===== src/rtl/ccff_bitstream_loader_if.sv =====
// ---------------------------------------------------------------------------
// ccff_bitstream_loader_if
//
// Configuration-word stream between a bitstream source and the loader.
//   cfg_data  : configuration word, bit 0 (leftmost) is shifted first
//   cfg_valid : source has a word on cfg_data
//   cfg_ready : loader takes cfg_data in this cycle
// A word moves on a prog_clk edge where cfg_valid and cfg_ready are both high.
//
// Modports:
//   master : bitstream source
//   slave  : ccff_bitstream_loader
// ---------------------------------------------------------------------------
interface ccff_bitstream_loader_if #(
  parameter int WORD_W = 8
);

  logic [0:WORD_W-1] cfg_data;
  logic              cfg_valid;
  logic              cfg_ready;

  modport master (
    output cfg_data,
    output cfg_valid,
    input  cfg_ready
  );

  modport slave (
    input  cfg_data,
    input  cfg_valid,
    output cfg_ready
  );

endinterface : ccff_bitstream_loader_if


===== src/rtl/ccff_bitstream_loader.sv =====
// ---------------------------------------------------------------------------
// ccff_bitstream_loader
//
// Serialises configuration words onto the head of a fabric configuration
// chain (ccff_head) and drives the shift enable used by an external
// clock-gating cell to gate prog_clk into the chain. Loaded bits are counted
// against the fixed chain length; a partial final word is truncated.
//
// Optional feature, macro CCFF_READBACK_EN:
//   After the last bit the chain is circulated once (ccff_tail -> ccff_head)
//   and a CRC-16-CCITT of the tail stream is compared with the CRC of the
//   loaded stream. A mismatch raises the sticky 'error' output. Without the
//   macro there is no CRC logic and 'error' is tied low.
//
// Parameters:
//   WORD_W    : configuration word width
//   CHAIN_LEN : number of flops in the chain (>= 1)
//   CNT_W     : bit-counter width (2**CNT_W > CHAIN_LEN)
//
// Ports:
//   prog_clk       : programming clock, the only clock
//   prog_reset     : synchronous, active-high reset
//   start          : one-cycle load request, honoured only when idle
//   cfg            : word stream (slave side of ccff_bitstream_loader_if)
//   ccff_head      : serial bit into the chain head (0 while not shifting)
//   ccff_tail      : serial bit from the chain tail
//   chain_shift_en : chain shifts at the end of every cycle this is high
//   bit_count      : bits shifted so far in the current load (saturating)
//   busy           : a load is in progress
//   done           : one-cycle pulse when a load completes
//   error          : readback mismatch, sticky until the next accepted start
//
// All outputs are decoded from registered state and change only on prog_clk
// rising edges, except ccff_head during readback, which follows ccff_tail
// combinationally so the chain recirculates without an extra flop.
// ---------------------------------------------------------------------------
module ccff_bitstream_loader #(
  parameter int WORD_W    = 8,
  parameter int CHAIN_LEN = 4,
  parameter int CNT_W     = 16
) (
  input  logic                    prog_clk,
  input  logic                    prog_reset,
  input  logic                    start,
  ccff_bitstream_loader_if.slave  cfg,
  output logic                    ccff_head,
  input  logic                    ccff_tail,
  output logic                    chain_shift_en,
  output logic [0:CNT_W-1]        bit_count,
  output logic                    busy,
  output logic                    done,
  output logic                    error
);

  localparam int IDX_W = (WORD_W > 1) ? $clog2(WORD_W) : 1;

  localparam logic [IDX_W-1:0] IDX_LAST = IDX_W'(WORD_W - 1);
  localparam logic [CNT_W-1:0] CNT_LAST = CNT_W'(CHAIN_LEN - 1);
  localparam logic [CNT_W-1:0] CNT_FULL = CNT_W'(CHAIN_LEN);

  typedef enum logic [2:0] {
    IDLE   = 3'd0,
    LOAD   = 3'd1,
    SHIFT  = 3'd2,
`ifdef CCFF_READBACK_EN
    VERIFY = 3'd4,
`endif
    DONE   = 3'd3
  } state_t;

  state_t            state_q, state_d;
  logic [0:WORD_W-1] shreg_q;
  logic [IDX_W-1:0]  idx_q;
  logic [CNT_W-1:0]  bit_cnt_q;
  logic              ready_c;
  logic              last_bit_c;

  assign cfg.cfg_ready = ready_c;
  assign bit_count     = bit_cnt_q;

  // -------------------------------------------------------------------------
  // Readback CRC (optional)
  // -------------------------------------------------------------------------
`ifdef CCFF_READBACK_EN
  // CRC-16-CCITT, one bit per cycle, MSB first.
  function automatic logic [15:0] crc_step(input logic [15:0] crc,
                                           input logic        din);
    logic fb;
    fb = crc[15] ^ din;
    return (crc << 1) ^ (fb ? 16'h1021 : 16'h0000);
  endfunction

  logic [15:0]      crc_load_q;
  logic [15:0]      crc_ver_q;
  logic [15:0]      crc_ver_d;
  logic [CNT_W-1:0] ver_cnt_q;
  logic             err_q;

  assign crc_ver_d = crc_step(crc_ver_q, ccff_tail);
  assign error     = err_q;

  always_ff @(posedge prog_clk) begin
    if (prog_reset) begin
      crc_load_q <= 16'hFFFF;
      crc_ver_q  <= 16'hFFFF;
      ver_cnt_q  <= '0;
      err_q      <= 1'b0;
    end else begin
      case (state_q)
        IDLE: begin
          crc_load_q <= 16'hFFFF;
          crc_ver_q  <= 16'hFFFF;
          ver_cnt_q  <= '0;
          if (start) err_q <= 1'b0;
        end
        SHIFT: crc_load_q <= crc_step(crc_load_q, shreg_q[idx_q]);
        VERIFY: begin
          ver_cnt_q <= ver_cnt_q + 1'b1;
          crc_ver_q <= crc_ver_d;
          // Compare against the CRC including this cycle's tail bit.
          if (ver_cnt_q == CNT_LAST) err_q <= (crc_load_q != crc_ver_d);
        end
        default: ;
      endcase
    end
  end
`else
  assign error = 1'b0;

  // The tail is only observed during readback.
  logic unused_tail;
  assign unused_tail = ccff_tail;
`endif

  // -------------------------------------------------------------------------
  // FSM state register
  // -------------------------------------------------------------------------
  always_ff @(posedge prog_clk) begin
    // NOTE: sequential state is written with non-blocking assignments only,
    // so every flop samples pre-edge values regardless of block order.
    if (prog_reset) state_q <= IDLE;
    else            state_q <= state_d;
  end

  // -------------------------------------------------------------------------
  // FSM next state and outputs
  // -------------------------------------------------------------------------
  always_comb begin
    // NOTE: every signal driven here gets a default first; a path that
    // leaves one unassigned would infer a latch.
    state_d        = state_q;
    ready_c        = 1'b0;
    chain_shift_en = 1'b0;
    ccff_head      = 1'b0;
    busy           = 1'b0;
    done           = 1'b0;
    last_bit_c     = 1'b0;

    case (state_q)
      IDLE: begin
        if (start) state_d = LOAD;
      end

      LOAD: begin
        busy    = 1'b1;
        ready_c = 1'b1;
        if (cfg.cfg_valid) state_d = SHIFT;
      end

      SHIFT: begin
        busy           = 1'b1;
        chain_shift_en = 1'b1;
        ccff_head      = shreg_q[idx_q];
        last_bit_c     = (bit_cnt_q == CNT_LAST);
        if (last_bit_c) begin
`ifdef CCFF_READBACK_EN
          state_d = VERIFY;
`else
          state_d = DONE;
`endif
        end else if (idx_q == IDX_LAST) begin
          // Word exhausted with chain bits still to go: fetch the next one.
          state_d = LOAD;
        end
      end

`ifdef CCFF_READBACK_EN
      VERIFY: begin
        busy           = 1'b1;
        chain_shift_en = 1'b1;
        ccff_head      = ccff_tail;
        if (ver_cnt_q == CNT_LAST) state_d = DONE;
      end
`endif

      DONE: begin
        done    = 1'b1;
        state_d = IDLE;
      end

      default: state_d = IDLE;
    endcase
  end

  // -------------------------------------------------------------------------
  // Word shift register
  // -------------------------------------------------------------------------
  // NOTE: the shift register carries data only and is always written by a
  // handshake before it is read, so it has no reset.
  always_ff @(posedge prog_clk) begin
    if (state_q == LOAD && cfg.cfg_valid) shreg_q <= cfg.cfg_data;
  end

  // -------------------------------------------------------------------------
  // Word-bit index and chain bit counter
  // -------------------------------------------------------------------------
  always_ff @(posedge prog_clk) begin
    if (prog_reset) begin
      idx_q     <= '0;
      bit_cnt_q <= '0;
    end else begin
      case (state_q)
        IDLE: bit_cnt_q <= '0;
        LOAD: if (cfg.cfg_valid) idx_q <= '0;
        SHIFT: begin
          idx_q <= idx_q + 1'b1;
          if (bit_cnt_q != CNT_FULL) bit_cnt_q <= bit_cnt_q + 1'b1;
        end
        default: ;
      endcase
    end
  end

endmodule : ccff_bitstream_loader

===== src/flat_wrapper.sv =====
// flat-port wrapper written by rule: the top's interface ports become plain ports
module ccff_bitstream_loader_flat 
#(
  parameter int WORD_W    = 8,
  parameter int CHAIN_LEN = 4,
  parameter int CNT_W     = 16
)
  (prog_clk, prog_reset, start, ccff_head, ccff_tail, chain_shift_en, bit_count, busy, done, error, cfg_cfg_data, cfg_cfg_valid, cfg_cfg_ready);
  ccff_bitstream_loader_if #(.WORD_W(WORD_W)) cfg_i ();
  input  logic prog_clk;
  input  logic prog_reset;
  input  logic start;
  output logic ccff_head;
  input  logic ccff_tail;
  output logic chain_shift_en;
  output logic [0:CNT_W-1] bit_count;
  output logic busy;
  output logic done;
  output logic error;
  input wire logic [$bits(cfg_i.cfg_data)-1:0] cfg_cfg_data;
  input wire logic [$bits(cfg_i.cfg_valid)-1:0] cfg_cfg_valid;
  output wire logic [$bits(cfg_i.cfg_ready)-1:0] cfg_cfg_ready;
  assign cfg_i.cfg_data = cfg_cfg_data;
  assign cfg_i.cfg_valid = cfg_cfg_valid;
  assign cfg_cfg_ready = cfg_i.cfg_ready;
  ccff_bitstream_loader #(.WORD_W(WORD_W), .CHAIN_LEN(CHAIN_LEN), .CNT_W(CNT_W)) u_core (.prog_clk(prog_clk), .prog_reset(prog_reset), .start(start), .cfg(cfg_i), .ccff_head(ccff_head), .ccff_tail(ccff_tail), .chain_shift_en(chain_shift_en), .bit_count(bit_count), .busy(busy), .done(done), .error(error));
endmodule

===== config.mk =====
export PLATFORM = sky130hd
export DESIGN_NAME = ccff_bitstream_loader_flat
export DESIGN_NICKNAME = d
export VERILOG_FILES = /design/src/rtl/ccff_bitstream_loader_if.sv /design/src/rtl/ccff_bitstream_loader.sv /design/src/flat_wrapper.sv
export SDC_FILE = /design/constraint.sdc
export NUM_CORES = 1
export LEC_CHECK = 0
export BUFFER_PORTS_ARGS = -buffer_cell sky130_fd_sc_hd__buf_2
export CORE_MARGIN = 4
export CORE_UTILIZATION = 30
export DETAILED_ROUTE_END_ITERATION = 7
export PLACE_DENSITY_LB_ADDON = 0.3
export SYNTH_ARGS = -nofsm -noshare
export SYNTH_HDL_FRONTEND = slang
export SYNTH_SLANG_ARGS = --single-unit

===== constraint.sdc =====
create_clock -name prog_clk -period 4.11 [get_ports prog_clk]
set_input_delay 1.0275 -clock prog_clk [delete_from_list [all_inputs] [get_ports prog_clk]]
set_output_delay 1.0275 -clock prog_clk [all_outputs]
set_load 0.005 [all_outputs]

==> flow_results.org <==
** Outcome
- The run finished with clean final reports.

** Logic synthesis
- Cell variety after synth :: 47
- Synthesis handed over a netlist of 168 instances.
- The most used flip-flop cell after synthesis is sky130_fd_sc_hd__dfxtp_1.
- The share of synthesized area in the top cell type comes to 26.2%.
- The cell area that synthesis handed to floorplanning was around 1600 sq um.
- Area contributors post-synth :: sky130_fd_sc_hd__dfxtp_1, sky130_fd_sc_hd__edfxtp_1, sky130_fd_sc_hd__ha_1, sky130_fd_sc_hd__o21ai_0, sky130_fd_sc_hd__a31oi_1
- Yosys printed 0 warnings.
- The biggest area contributor in the post-synthesis netlist is sky130_fd_sc_hd__dfxtp_1.
- The number of nets handed over by synthesis was 189.
- Seq/Total Area, Yosys :: 41.2%
- Post-synth ARST share :: 0%
- The average instance in the mapped netlist occupies 9.55 sq um.
- Synthesis inferred 29 register bits.
- Counting flops with a built-in enable in the synthesized netlist gives 8.

** Floorplan
- Die Width :: 81.1 um
- Pin placement for this block handled 35 I/O pins.
- Once the floorplan was initialized, standard cells occupied a little under a third of the core.
- Standard cell core area :: 5140 sq um
- Height of the die :: 81.1 um
- Number of placement rows :: 26
- The die covers 6580 sq um.

** Clocking
- TritonCTS Sinks :: 29
- Number of gates given a new drive strength after cts :: 0
- The number of hold buffers added after CTS was 0.
- Clock Tree Root :: sky130_fd_sc_hd__clkbuf_8
- Register clock-pin slew on the reported worst setup and hold paths :: about 60 ps
- Post-CTS timing repair inserted 0 buffers for setup.
- The H-tree generated during clock tree synthesis spans 2 levels.
- CTS tree :: yes
- Maximum buffer depth of the clock tree :: 2
- TritonCTS created 5 clock buffers.
- The clock reaches the later pin of the worst-skew pair after roughly 280 ps.

** Placement
- After legalization and detailed placement, the total HPWL measured 2620 um.
- Port-buffer cells :: 32
- Routability cong. :: 0.797
- Prior to clock tree synthesis, the placed netlist has a worst setup slack of 1550 ps.
- In this run the cell area measured after placement is 1800 sq um.

** Critical path
- Required time reported for the critical path endpoint :: 3080 ps
- Across all register-to-register paths, the minimum setup slack is 1900 ps.
- The number of cells on the worst reg-to-reg path is 6.
- Data arrives at the worst endpoint at roughly 1800 ps.
- Startpoint class of the critical path :: flip-flop
- The worst register-to-register path ends at u_core.bit_count[12].
- The worst setup path is captured at an output pin.
- Of all nets on the critical path, the largest fanout is 19.
- The worst register-to-register path begins at u_core.state_q[0].
- Critical setup path kind :: reg -> out

** STA
- Derived from the worst setup path, the maximum achievable clock frequency is 0.352 GHz.
- Final worst path period share :: ~69%
- Worst setup skew after layout :: 4.91 ps
- Crit path setup slack, layout :: 1270 ps
- The max-slew violation count was 0.
- RSZ-0062 raised after global routing :: no
- Headroom to the max-slew limit came out at 42.4%.
- Number of hold violations in the final report :: 0
- Total negative slack for setup checks :: 0 ps
- Final count of negative-setup-slack endpoints :: 0
- The worst path needs 2840 ps of the cycle, external delays included.
- Transition time at the pin with the least slew margin :: 858 ps

** Pwr
- Total Power Consumption :: 829 uW
- Worst ir drop on vdd :: 197 uV
- The analysis attributes to cell leakage a power of 0.749 nW.
- Power spread over the standard cell area amounts to 434 nW/um^2.

** Min path
- Worst min-delay path category :: reg -> reg
- The worst hold path terminates at u_core.state_q[1].
- Counting instances, the worst hold path has a depth of 1.
- The worst hold path begins at u_core.state_q[1].

** Global route
- The via count of the first global-routing pass is 1268.
- Global routing met2 resource utilization :: 18.3%
- In the global route stage, met1 resource usage came out at 14.0%.
- The number of antenna violations at the first check in global routing came to 0.
- For met3 alone, demand over resource in global routing was 3.99%.
- met2 is the most crowded layer.
- Maximum number of pins on one net before global-route repair :: 20
- Total GRT Usage :: 11.7%
- For this run the aggregate overflow at the end of global routing stands at 0.
- First-pass GRT wire length :: around 5900 um

** Final layout
- At the end of the flow, the number of nets in the layout was 218.
- Layout-stage area growth over the synthesis result :: 19.0%
- The number of antenna diodes in the final layout is 0.
- Cells fill a little under two fifths of the core in the end.
- After routing the design area is about 1900 sq um.
- Of the cells placed in the final design, the portion with a size suffix greater than 1 is 23.2%.

** Drt
- Drt drc :: 0
- After the first detailed-routing iteration, the DRC count stood at 77.
- Average detailed-routed wire length per instance :: 13.7 um
- The routed design has 3670 um of wire.
- Number of detailed-route iterations in the first pass :: 4
- Number of vias per cell after detailed routing :: 5.22
- Detailed-route via count :: between 1000 and 1500
- Post-route antenna net violation count :: 0

** Job
- Max-cap check violation count :: 0
synthesized netlist by cell type (2+ instances only):
master and number:
sky130_fd_sc_hd__and3_1 3, sky130_fd_sc_hd__and2_1 5, sky130_fd_sc_hd__inv_1 9, sky130_fd_sc_hd__a32oi_1 2, sky130_fd_sc_hd__nand2b_1 4, sky130_fd_sc_hd__buf_4 2, sky130_fd_sc_hd__mux4_2 2, sky130_fd_sc_hd__ha_1 8
sky130_fd_sc_hd__a311oi_1 2, sky130_fd_sc_hd__a31oi_1 9, sky130_fd_sc_hd__a21oi_1 5, sky130_fd_sc_hd__nand3b_1 2, sky130_fd_sc_hd__and4_1 4, sky130_fd_sc_hd__nand4_1 5, sky130_fd_sc_hd__clkbuf_1 6, sky130_fd_sc_hd__nor2_1 10
sky130_fd_sc_hd__a41oi_1 3, sky130_fd_sc_hd__nor3_1 6, sky130_fd_sc_hd__a22o_1 2, sky130_fd_sc_hd__nand2_1 6, sky130_fd_sc_hd__or3_1 2, sky130_fd_sc_hd__edfxtp_1 8, sky130_fd_sc_hd__nand3_1 4, sky130_fd_sc_hd__dfxtp_1 21
sky130_fd_sc_hd__o21ai_0 16
cell type report:
| cell class | instances | area, sq um |
|---|---|---|
| repair buffers | 32 | 160 |
| clock buffers | 5 | 68.8 |
| well taps | 70 | 87.6 |
| multi-input cells | 120 | 856 |
| fillers | 538 | 3230 |
| clock inverters | 3 | 41.3 |
| flip-flops and latches | 29 | 661 |
| inverters | 9 | 33.8 |
per-layer routing:
layer | share of wire, % | up-vias
met1 | 46 | 664
met4 | 2.2 | 0
met5 | 0 | -
li1 | - | 701
met3 | 5.5 | 7
met2 | 47 | 26
per-stage QoR:
| step | hold slack, ps | std cells |
|---|---|---|
| global route | 580 | 268 |
| detailed placement | 509 | 260 |
| global placement | 519 | 260 |
| CTS | 519 | 268 |
| finish | 513 | 268 |
| floorplan | 476 | 168 |
worst max path at each step:
stage | to | start | slack, ps | depth (start not counted)
global placement | ccff_head | u_core.state_q[0] | 1540 | 5
CTS | ccff_head | u_core.state_q[0] | 1240 | 5
floorplan | ccff_head | u_core.idx_q[0] | 1990 | 3
global route | ccff_head | u_core.state_q[0] | 1050 | 5
detailed placement | ccff_head | u_core.state_q[0] | 1550 | 5
finish | ccff_head | u_core.state_q[0] | 1270 | 5
power by group:
| part | switching (mW) | internal [mW] |
|---|---|---|
| Sequential | 0.0189 | 0.319 |
| Combinational | 0.121 | 0.0793 |
| Clock | 0.112 | 0.178 |
| Total | 0.252 | 0.577 |
worst max-delay path: stages (launching register included):
cell                      delay (ps)
sky130_fd_sc_hd__dfxtp_1         360
sky130_fd_sc_hd__inv_1           110
sky130_fd_sc_hd__ha_1            550
sky130_fd_sc_hd__inv_1           250
sky130_fd_sc_hd__nor2_1          150
sky130_fd_sc_hd__buf_2           120
cell usage in the layout, fill, tap and decap left out, types with 2 or more instances in the layout:
master	instances
sky130_fd_sc_hd__nand2_1	6
sky130_fd_sc_hd__ha_1	8
sky130_fd_sc_hd__edfxtp_1	8
sky130_fd_sc_hd__and4_1	4
sky130_fd_sc_hd__o21ai_0	16
sky130_fd_sc_hd__and2_1	5
sky130_fd_sc_hd__clkbuf_8	5
sky130_fd_sc_hd__a31oi_1	9
sky130_fd_sc_hd__dfxtp_1	21
sky130_fd_sc_hd__a32oi_1	2
sky130_fd_sc_hd__nand3b_1	2
sky130_fd_sc_hd__and3_1	3
sky130_fd_sc_hd__inv_1	9
sky130_fd_sc_hd__a22o_1	2
sky130_fd_sc_hd__buf_2	32
sky130_fd_sc_hd__mux4_2	2
sky130_fd_sc_hd__nand2b_1	4
sky130_fd_sc_hd__nor2_1	10
sky130_fd_sc_hd__or3_1	2
sky130_fd_sc_hd__a41oi_1	3
sky130_fd_sc_hd__nand4_1	5
sky130_fd_sc_hd__a21oi_1	5
sky130_fd_sc_hd__a311oi_1	2
sky130_fd_sc_hd__nor3_1	6
sky130_fd_sc_hd__nand3_1	4
flip-flops by register name, indices dropped and copies added, names as in the netlist:
register and count:
u_core.bit_count 16, u_core.shreg_q 8, u_core.idx_q 3, u_core.state_q 2
cells by family (layout without fill, tap and decap cells):
| kind of cell | Yosys count | in the layout | share of synthesized area [%] |
|---|---|---|---|
| adder cells (fa/ha/maj) | 8 | 8 | 6.24 |
| AO/OA/AOI/OAI | 48 | 48 | 19.9 |
| multiplexers | 4 | 4 | 4.13 |
| flip-flops | 29 | 29 | 41.2 |
| buffers and inverters | 19 | 49 | 5.46 |
| AND/OR/NAND/NOR | 59 | 59 | 22.9 |
| other | 1 | 1 | 0.234 |
Note: power is estimated with default switching activity, not from simulation.
